--- src/rtl/audio_ctrl_pkg.sv ---
// audio_ctrl_pkg: shared types and constants for the audio stream controller
//   state_t    : transaction FSM states
//   MODE_*     : processing mode encodings of the 2-bit mode input
//   DEF_DATA_W : default per-channel sample width
package audio_ctrl_pkg;
  typedef enum logic [2:0] {S_IDLE, S_POP, S_PROC, S_WAIT, S_WRITE} state_t;
  localparam logic [1:0] MODE_PASS  = 2'd0;
  localparam logic [1:0] MODE_MUTE  = 2'd1;
  localparam logic [1:0] MODE_TONE  = 2'd2;
  localparam logic [1:0] MODE_ATTEN = 2'd3;
  localparam int DEF_DATA_W = 24;
endpackage

--- src/rtl/audio_tone_gen.sv ---
// audio_tone_gen: square-wave tone source, one step per processed sample
//   CLOCK_50 : clock
//   resetn   : async active-low reset (counter 0, phase positive)
//   advance  : one-cycle pulse per processed sample
//   tone     : +TONE_AMP or -TONE_AMP depending on the current phase
module audio_tone_gen
  import audio_ctrl_pkg::*;
#(
  parameter int                 DATA_W    = DEF_DATA_W,
  parameter int                 TONE_HALF = 24,
  parameter logic [DATA_W-1:0]  TONE_AMP  = 'h100000
) (
  input  logic                     CLOCK_50,
  input  logic                     resetn,
  input  logic                     advance,
  output logic signed [DATA_W-1:0] tone
);
  localparam int CNT_W = TONE_HALF > 1 ? $clog2(TONE_HALF) : 1;
  logic [CNT_W-1:0] r_cnt;
  logic             r_neg;
  logic             w_wrap;
  assign w_wrap = r_cnt == CNT_W'(TONE_HALF - 1);
  always_ff @(posedge CLOCK_50 or negedge resetn)
    if (!resetn) begin
      r_cnt <= '0;
      r_neg <= 1'b0;
    end else if (advance) begin
      r_cnt <= w_wrap ? '0 : r_cnt + 1'b1;
      r_neg <= r_neg ^ w_wrap;
    end
  assign tone = r_neg ? -$signed(TONE_AMP) : $signed(TONE_AMP);
endmodule

--- src/rtl/audio_stream_ctrl.sv ---
// audio_stream_ctrl: sequences codec ADC pop -> process -> DAC push, one stereo sample per transaction
//   CLOCK_50, resetn          : clock, async active-low reset
//   enable                    : gates the start of a new transaction only
//   mode, atten               : processing select and shift amount, sampled in S_PROC
//   read_ready, readdata_*    : ADC FIFO status and head data
//   write_ready               : DAC FIFO not full
//   read, write               : one-cycle pop / push strobes (registered)
//   writedata_*               : processed DAC data, held between transactions
//   busy                      : FSM away from S_IDLE
//   sample_cnt, drop_cnt      : samples written (wraps), samples dropped on timeout (saturates)
module audio_stream_ctrl
  import audio_ctrl_pkg::*;
#(
  parameter int                DATA_W    = DEF_DATA_W,
  parameter int                TONE_HALF = 24,
  parameter logic [DATA_W-1:0] TONE_AMP  = 'h100000,
  parameter int                TIMEOUT   = 4096
) (
  input  logic              CLOCK_50,
  input  logic              resetn,
  input  logic              enable,
  input  logic [1:0]        mode,
  input  logic [2:0]        atten,
  input  logic              read_ready,
  input  logic [DATA_W-1:0] readdata_left,
  input  logic [DATA_W-1:0] readdata_right,
  input  logic              write_ready,
  output logic              read,
  output logic              write,
  output logic [DATA_W-1:0] writedata_left,
  output logic [DATA_W-1:0] writedata_right,
  output logic              busy,
  output logic [15:0]       sample_cnt,
  output logic [7:0]        drop_cnt
);
  localparam int WAIT_W = TIMEOUT > 1 ? $clog2(TIMEOUT) : 1;
  state_t                   r_state, w_next;
  logic signed [DATA_W-1:0] r_hold_l, r_hold_r;
  logic        [WAIT_W-1:0] r_wait;
  logic signed [DATA_W-1:0] w_tone, w_att_l, w_att_r;
  logic        [DATA_W-1:0] w_wd_l, w_wd_r;
  logic w_go, w_proc, w_timeout, w_read_n, w_write_n, w_busy_n, w_drop;
  assign w_go      = enable && read_ready;
  assign w_timeout = r_wait == WAIT_W'(TIMEOUT - 1);
  assign w_proc    = r_state == S_PROC;
  // shifts kept in their own signed nets so the mode mux cannot turn them logical
  assign w_att_l = r_hold_l >>> atten;
  assign w_att_r = r_hold_r >>> atten;
  audio_tone_gen #(
    .DATA_W   (DATA_W),
    .TONE_HALF(TONE_HALF),
    .TONE_AMP (TONE_AMP)
  ) u_tone (
    .CLOCK_50(CLOCK_50),
    .resetn  (resetn),
    .advance (w_proc),
    .tone    (w_tone)
  );
  always_ff @(posedge CLOCK_50 or negedge resetn)
    if (!resetn) r_state <= S_IDLE;
    else r_state <= w_next;
  always_comb begin
    w_next = r_state;
    case (r_state)
      S_IDLE:  w_next = w_go ? S_POP : S_IDLE;
      S_POP:   w_next = S_PROC;
      S_PROC:  w_next = S_WAIT;
      S_WAIT:  w_next = write_ready ? S_WRITE : (w_timeout ? S_IDLE : S_WAIT);
      default: w_next = S_IDLE;
    endcase
  end
  // next values of the registered outputs: strobes are high while the FSM sits in S_POP / S_WRITE
  always_comb begin
    w_read_n  = r_state == S_IDLE && w_go;
    w_write_n = r_state == S_WAIT && write_ready;
    w_drop    = r_state == S_WAIT && !write_ready && w_timeout;
    w_busy_n  = w_next != S_IDLE;
    w_wd_l = mode == MODE_MUTE  ? '0 :
             mode == MODE_TONE  ? w_tone :
             mode == MODE_ATTEN ? w_att_l : r_hold_l;
    w_wd_r = mode == MODE_MUTE  ? '0 :
             mode == MODE_TONE  ? w_tone :
             mode == MODE_ATTEN ? w_att_r : r_hold_r;
  end
  always_ff @(posedge CLOCK_50 or negedge resetn)
    if (!resetn) begin
      read            <= 1'b0;
      write           <= 1'b0;
      busy            <= 1'b0;
      r_hold_l        <= '0;
      r_hold_r        <= '0;
      r_wait          <= '0;
      writedata_left  <= '0;
      writedata_right <= '0;
      sample_cnt      <= '0;
      drop_cnt        <= '0;
    end else begin
      read  <= w_read_n;
      write <= w_write_n;
      busy  <= w_busy_n;
      if (w_read_n) begin
        r_hold_l <= readdata_left;
        r_hold_r <= readdata_right;
      end
      if (w_proc) begin
        writedata_left  <= w_wd_l;
        writedata_right <= w_wd_r;
      end
      r_wait <= w_proc ? '0 : (r_state == S_WAIT ? r_wait + 1'b1 : r_wait);
      if (r_state == S_WRITE) sample_cnt <= sample_cnt + 16'd1;
      if (w_drop && drop_cnt != 8'hFF) drop_cnt <= drop_cnt + 8'd1;
    end
endmodule

--- config.mk ---
export PLATFORM = sky130hd
export DESIGN_NAME = audio_stream_ctrl
export DESIGN_NICKNAME = d
export VERILOG_FILES = /design/src/rtl/audio_ctrl_pkg.sv /design/src/rtl/audio_tone_gen.sv /design/src/rtl/audio_stream_ctrl.sv
export SDC_FILE = /design/constraint.sdc
export NUM_CORES = 1
export LEC_CHECK = 0
export BUFFER_PORTS_ARGS = -buffer_cell sky130_fd_sc_hd__buf_2
export CAP_MARGIN = 20
export CORE_ASPECT_RATIO = 1.2
export CORE_MARGIN = 8
export CORE_UTILIZATION = 51
export DETAILED_ROUTE_END_ITERATION = 6
export PLACE_DENSITY = 0.88
export SYNTH_ARGS = -nofsm -noshare
export SYNTH_HDL_FRONTEND = slang
export SYNTH_SLANG_ARGS = --single-unit
--- constraint.sdc ---
create_clock -name CLOCK_50 -period 2.1 [get_ports CLOCK_50]
set_input_delay 0.105 -clock CLOCK_50 [delete_from_list [all_inputs] [get_ports CLOCK_50]]
set_output_delay 0.105 -clock CLOCK_50 [all_outputs]
set_load 0.005 [all_outputs]
-- Word level (Yosys, flattened, before mapping)
Cells that the tools add are included.
- register bits after elaboration: 144
- bits of input ports: 58
- output and inout bits: 75
- add/subtract/negate cells: 4
- equality and inequality tests: 10
- shifts and indexed selects: 2
- muxes and demuxes: 14
- bitwise gates (word level): 1
- reduce and logical (&&, ||, !) cells: 10
- operators by type and width (cell ; count):
    $mux 24 ; 7
    $sshr 24x3->24 ; 2
    $mux 12 ; 2
    $add 16x1->16 const B ; 1
    $add 12x1->12 const B ; 1
    $eq 12x12->1 const B ; 1
    $pmux 3 s4 ; 1
    $add 8x1->8 const B ; 1
    $ne 8x8->1 const B ; 1
    $eq 3x2->1 const B ; 2
    $logic_and 1x1->1 ; 6
    $add 5x1->5 const B ; 1
    $eq 5x5->1 const B ; 1
    $mux 5 ; 1
    $eq 2x2->1 const B ; 2
    $eq 3x1->1 const B ; 1
    $eq 3x3->1 const B ; 1
    $logic_not 3->1 ; 1
    $mux 3 ; 1
    $reduce_bool 3->1 ; 1
    $eq 2x1->1 const B ; 1
    $mux 2 ; 1
    $reduce_bool 2->1 ; 1
    $logic_not 1->1 ; 1
    2 further kinds ; 2

-- Logic depth before layout (Yosys ltp)
- word-level depth: 5
- depth in mapped cells: 8

-- Cells and area by module
Synthesis repeated with hierarchy kept, for this count alone.
- cell total of the unflattened synthesis: 784
- area total of the unflattened synthesis: 8086.5 um^2
- modules (own cells, without submodules) (module ; times used ; cells an instance ; area an instance (um^2) ; sequential area each (um^2)):
    audio_stream_ctrl ; 1 ; 734 ; 7629.8 ; 3453.3
    audio_tone_gen ; 1 ; 50 ; 456.7 ; 150.1

-- Least setup slack after synthesis
OpenSTA, ideal clock, no wires.
- kind: register to register
- from: reg r_wait[0]
- to: reg drop_cnt[1]
- setup time: 128 ps
- arrival: 1863 ps
- setup slack: 109 ps
- cell stages (with the launch flop): 7
- path buffers: 1
- period minus slack after synthesis: 1991 ps
- path through: dfrtp_1 > ha_1 > and4_4 > or4b_1 > buf_6 > nor2_1 > mux2_1
- longest elaborated chain between the ends: 3
- ends and longest elaborated chain (item ; line ; RTL):
    start: declaration ; audio_stream_ctrl.sv:39 ; logic [WAIT_W-1:0] r_wait;
    start signal: assignment ; audio_stream_ctrl.sv:109 ; r_wait <= w_proc ? '0 : (r_state == S_WAIT ? r_wait + 1'b1 : r_wait);
    $eq 12x12->1 ; audio_stream_ctrl.sv:44 ; assign w_timeout = r_wait == WAIT_W'(TIMEOUT - 1);
    $logic_and 1x1->1 ; audio_stream_ctrl.sv:76 ; w_drop = r_state == S_WAIT && !write_ready && w_timeout;
    $logic_and 1x1->1 ; audio_stream_ctrl.sv:111 ; if (w_drop && drop_cnt != 8'hFF) drop_cnt <= drop_cnt + 8'd1;
    end signal: assignment ; audio_stream_ctrl.sv:111 ;
    end: declaration ; audio_stream_ctrl.sv:34 ; output logic [7:0] drop_cnt
No other way between the ends.
A chain may end at the register's enable or synchronous reset.

-- Final worst setup path
- from: reg r_wait[1]
- to: reg drop_cnt[6]
Same word-level chain as after synthesis.

==> results.json <==
{
  "status": "finished, final reports clean",
  "min-delay-start": "mode[1]",
  "hold_end": "writedata_right[23]",
  "required_ns": 2.44,
  "grt_pass1_vias": 6667,
  "post_cts_buffers": 0,
  "startpoint_type": "flop",
  "setup_viol": 0,
  "period_share_pct": 93.70,
  "drc_errors": 0,
  "synth_area_per_cell_um2": 11.61,
  "min-delay-path-class": "primary input to flop",
  "seqCellArea_mm2": 0.003603,
  "reg2reg_to": "drop_cnt[6]",
  "clk_path_buf_depth": 2,
  "synth_fp_nets": 732,
  "cp_max_fo": 8,
  "coreArea_mm2": 0.01496,
  "ys_seq_area_share_pct": 46.31,
  "cp_num_buf_inv": 1,
  "vias": 6478,
  "initial_core_util_pct": 52.02,
  "reg2reg_depth": 6,
  "final_cell_mix": "dfrtp_1, buf_2, nand2_1, dlygate4sd3_1, nand3_1",
  "grt_antenna_before_repair": 0,
  "yosys.area.top_type": "dfrtp_1",
  "cp-end-kind": "flop",
  "tightest_slew_ns": 0.5814,
  "drtAntennaViolNets": 0,
  "die-area_mm2": 0.01948,
  "drive_gt1_share_pct": 33.26,
  "hpwl_um": 14510,
  "slew_headroom_pct": 61.20,
  "wl_um": 21250,
  "synthDominantCellAreaShare_pct": 46.31,
  "holdPathStages": 3,
  "clock-sinks": 144,
  "setup_slack_ns": 0.1324,
  "layout_min_cycle_time_ns": 1.968,
  "crit_path_cell_trace": "ha_1, and4_4, or4b_1, buf_4, nor4_4, xor2_1",
  "worstPathArrival_ns": 2.31,
  "nNetsFinal": 921,
  "power_leakage_nw": 4.549,
  "syn_to_final_growth_pct": 27.64,
  "post_drt_wl_per_cell_um": 19.73,
  "fmax_mhz": 508.2,
  "fillCellCount": 1095,
  "dpl_worst_slack_ns": 0.1469,
  "synth-edff-count": 0,
  "drt_iter0_markers": 473,
  "synth_area_mm2": 0.007781,
  "hold_viol": 0,
  "rsz0062_at_grt": "no",
  "syn-instance-count": 670,
  "r2r_setup_slack_ns": 0.13,
  "die_x_um": 128.8,
  "dieHeight_um": 151.3,
  "clock-skew-final_ns": 0.007319,
  "multi_input_area_mm2": 0.003929,
  "grt_max_degree": 53,
  "viasPerCell": 6.015,
  "synthTopCellsByArea": "dfrtp_1, mux4_2, mux2_2, mux2i_1, nand2_1",
  "max-cap-violations": 0,
  "num_rows": 49,
  "synthArstFlopShare_pct": 100.0,
  "io_pins": 133,
  "setup_tns_ns": 0,
  "netlist-cell-type-count": 56,
  "root_buffer": "clkbuf_16",
  "cp_slowest_cell": "or4b_1",
  "ys_warn_count": 0,
  "final_common_cell": "dfrtp_1",
  "slew_viol_final": 0,
  "grt_usage_pct": 22.67,
  "cellPowerDensity_mw_per_mm2": 1259,
  "synthFlopType": "dfrtp_1",
  "grt_overflow_total": 0,
  "reg2reg_from": "r_wait[1]",
  "portBuffers": 132,
  "htree_levels": 4,
  "synth-seq-cells": 144,
  "grt_pass1_wl_um": 34730,
  "slowest_delay_ns": 0.46,
  "path_clk_slew_ns": 0.06,
  "clk_latency_ns": 0.43,
  "first_pass_iters": 5,
  "p_total_w": 0.01251,
  "crit_family": "simple AND/OR/NAND/NOR gates",
  "place_congestion": 0.8409,
  "criticalPathCategory": "flop to flop",
  "peakVddDrop_mv": 0.7179,
  "cts_buffers": 17,
  "cts_tree": "done"
}
## final cells by class
class,count,area share [%]
multi-input combinational,467,39.56
sequential,144,36.28
tap,204,2.570
timing repair buffer,219,15.05
clock buffer,23,4.812
clock inverter,9,1.323
inverter,10,0.3779
antenna,1,0.02520
## per-layer routing
| metal | routed length [um] | vias up | track usage, % |
|---|---|---|---|
| met5 | 0 | - | 0 |
| met4 | 478 | 0 | 9.358 |
| met3 | 1576 | 42 | 5.565 |
| met2 | 10560 | 285 | 36.62 |
| met1 | 8632 | 3258 | 28.64 |
| li1 | - | 2893 | - |
## worst max path at each step
stage	cells past startpoint	start	slack (ns)	to
floorplan	6	r_wait[0]	0.11	drop_cnt[1]
global placement	6	r_wait[0]	0.20	drop_cnt[6]
detailed placement	6	r_wait[1]	0.15	drop_cnt[6]
CTS	6	r_wait[1]	0.13	drop_cnt[6]
global route	6	r_wait[1]	0.02	drop_cnt[6]
finish	6	r_wait[1]	0.13	drop_cnt[6]
## state kept, by name, indices dropped and copies added (netlist names)
register	cells
busy	1
drop_cnt	8
r_hold_l	24
r_hold_r	24
r_state	3
r_wait	12
read	1
sample_cnt	16
u_tone.r_cnt	5
u_tone.r_neg	1
write	1
writedata_left	24
writedata_right	24
## timing repair
action | 4_1_cts | 5_1_grt
hold endpoints to repair | 99 | 0
gates resized for setup | 0 | 0
hold buffers | 50 | 0
## cells in the mapped netlist (all sizes together), types with 7 or more instances
master,instances
nand4,7
nand2,78
xnor2,15
clkbuf,25
buf,24
mux2i,38
inv,10
mux4,42
mux2,57
nor3,9
nor2,26
nand3,49
dfrtp,144
o211ai,35
a21oi,12
o21ai,19
xor2,10
## worst register-to-register path: cells and delay by family, from the launching register on
family | cells | cell delay (ns)
buf+inv | 1 | 0.19
xor+xnor | 1 | 0.18
flops | 1 | 0.35
simple gates | 3 | 0.98
fa+ha+maj | 1 | 0.19
## per-stage QoR
step	utilization (%)	cell area, um2	std cells	hold slack (ns)
final	66.39	9932	1077	0.06319
after floorplan	-	7781	670	-0.1906
after CTS	66.38	9930	1076	0.04676
after detailed placement	58.96	8820	994	0.08574
after global placement	58.96	8820	994	0.08319
after global routing	66.38	9930	1076	0.08652
## power breakdown
| group | internal (W) | total, W | switching [W] |
|---|---|---|---|
| Combinational | 0.00237 | 0.00449 | 0.00211 |
| Sequential | 0.00373 | 0.00489 | 0.00116 |
| Clock | 0.00196 | 0.00313 | 0.00117 |
## cell families (layout without fill, tap and decap cells)
logic type,count (synthesis),after routing,synth area share (%)
other cells,0,1,0
flops,144,144,46.31
xor+xnor,25,25,2.814
compound gates,100,100,8.924
buf+inv,59,261,3.345
simple gates,201,201,12.67
fa+ha+maj,4,4,0.6432
mux,137,137,25.29
Power figures use the tool's default switching activity.
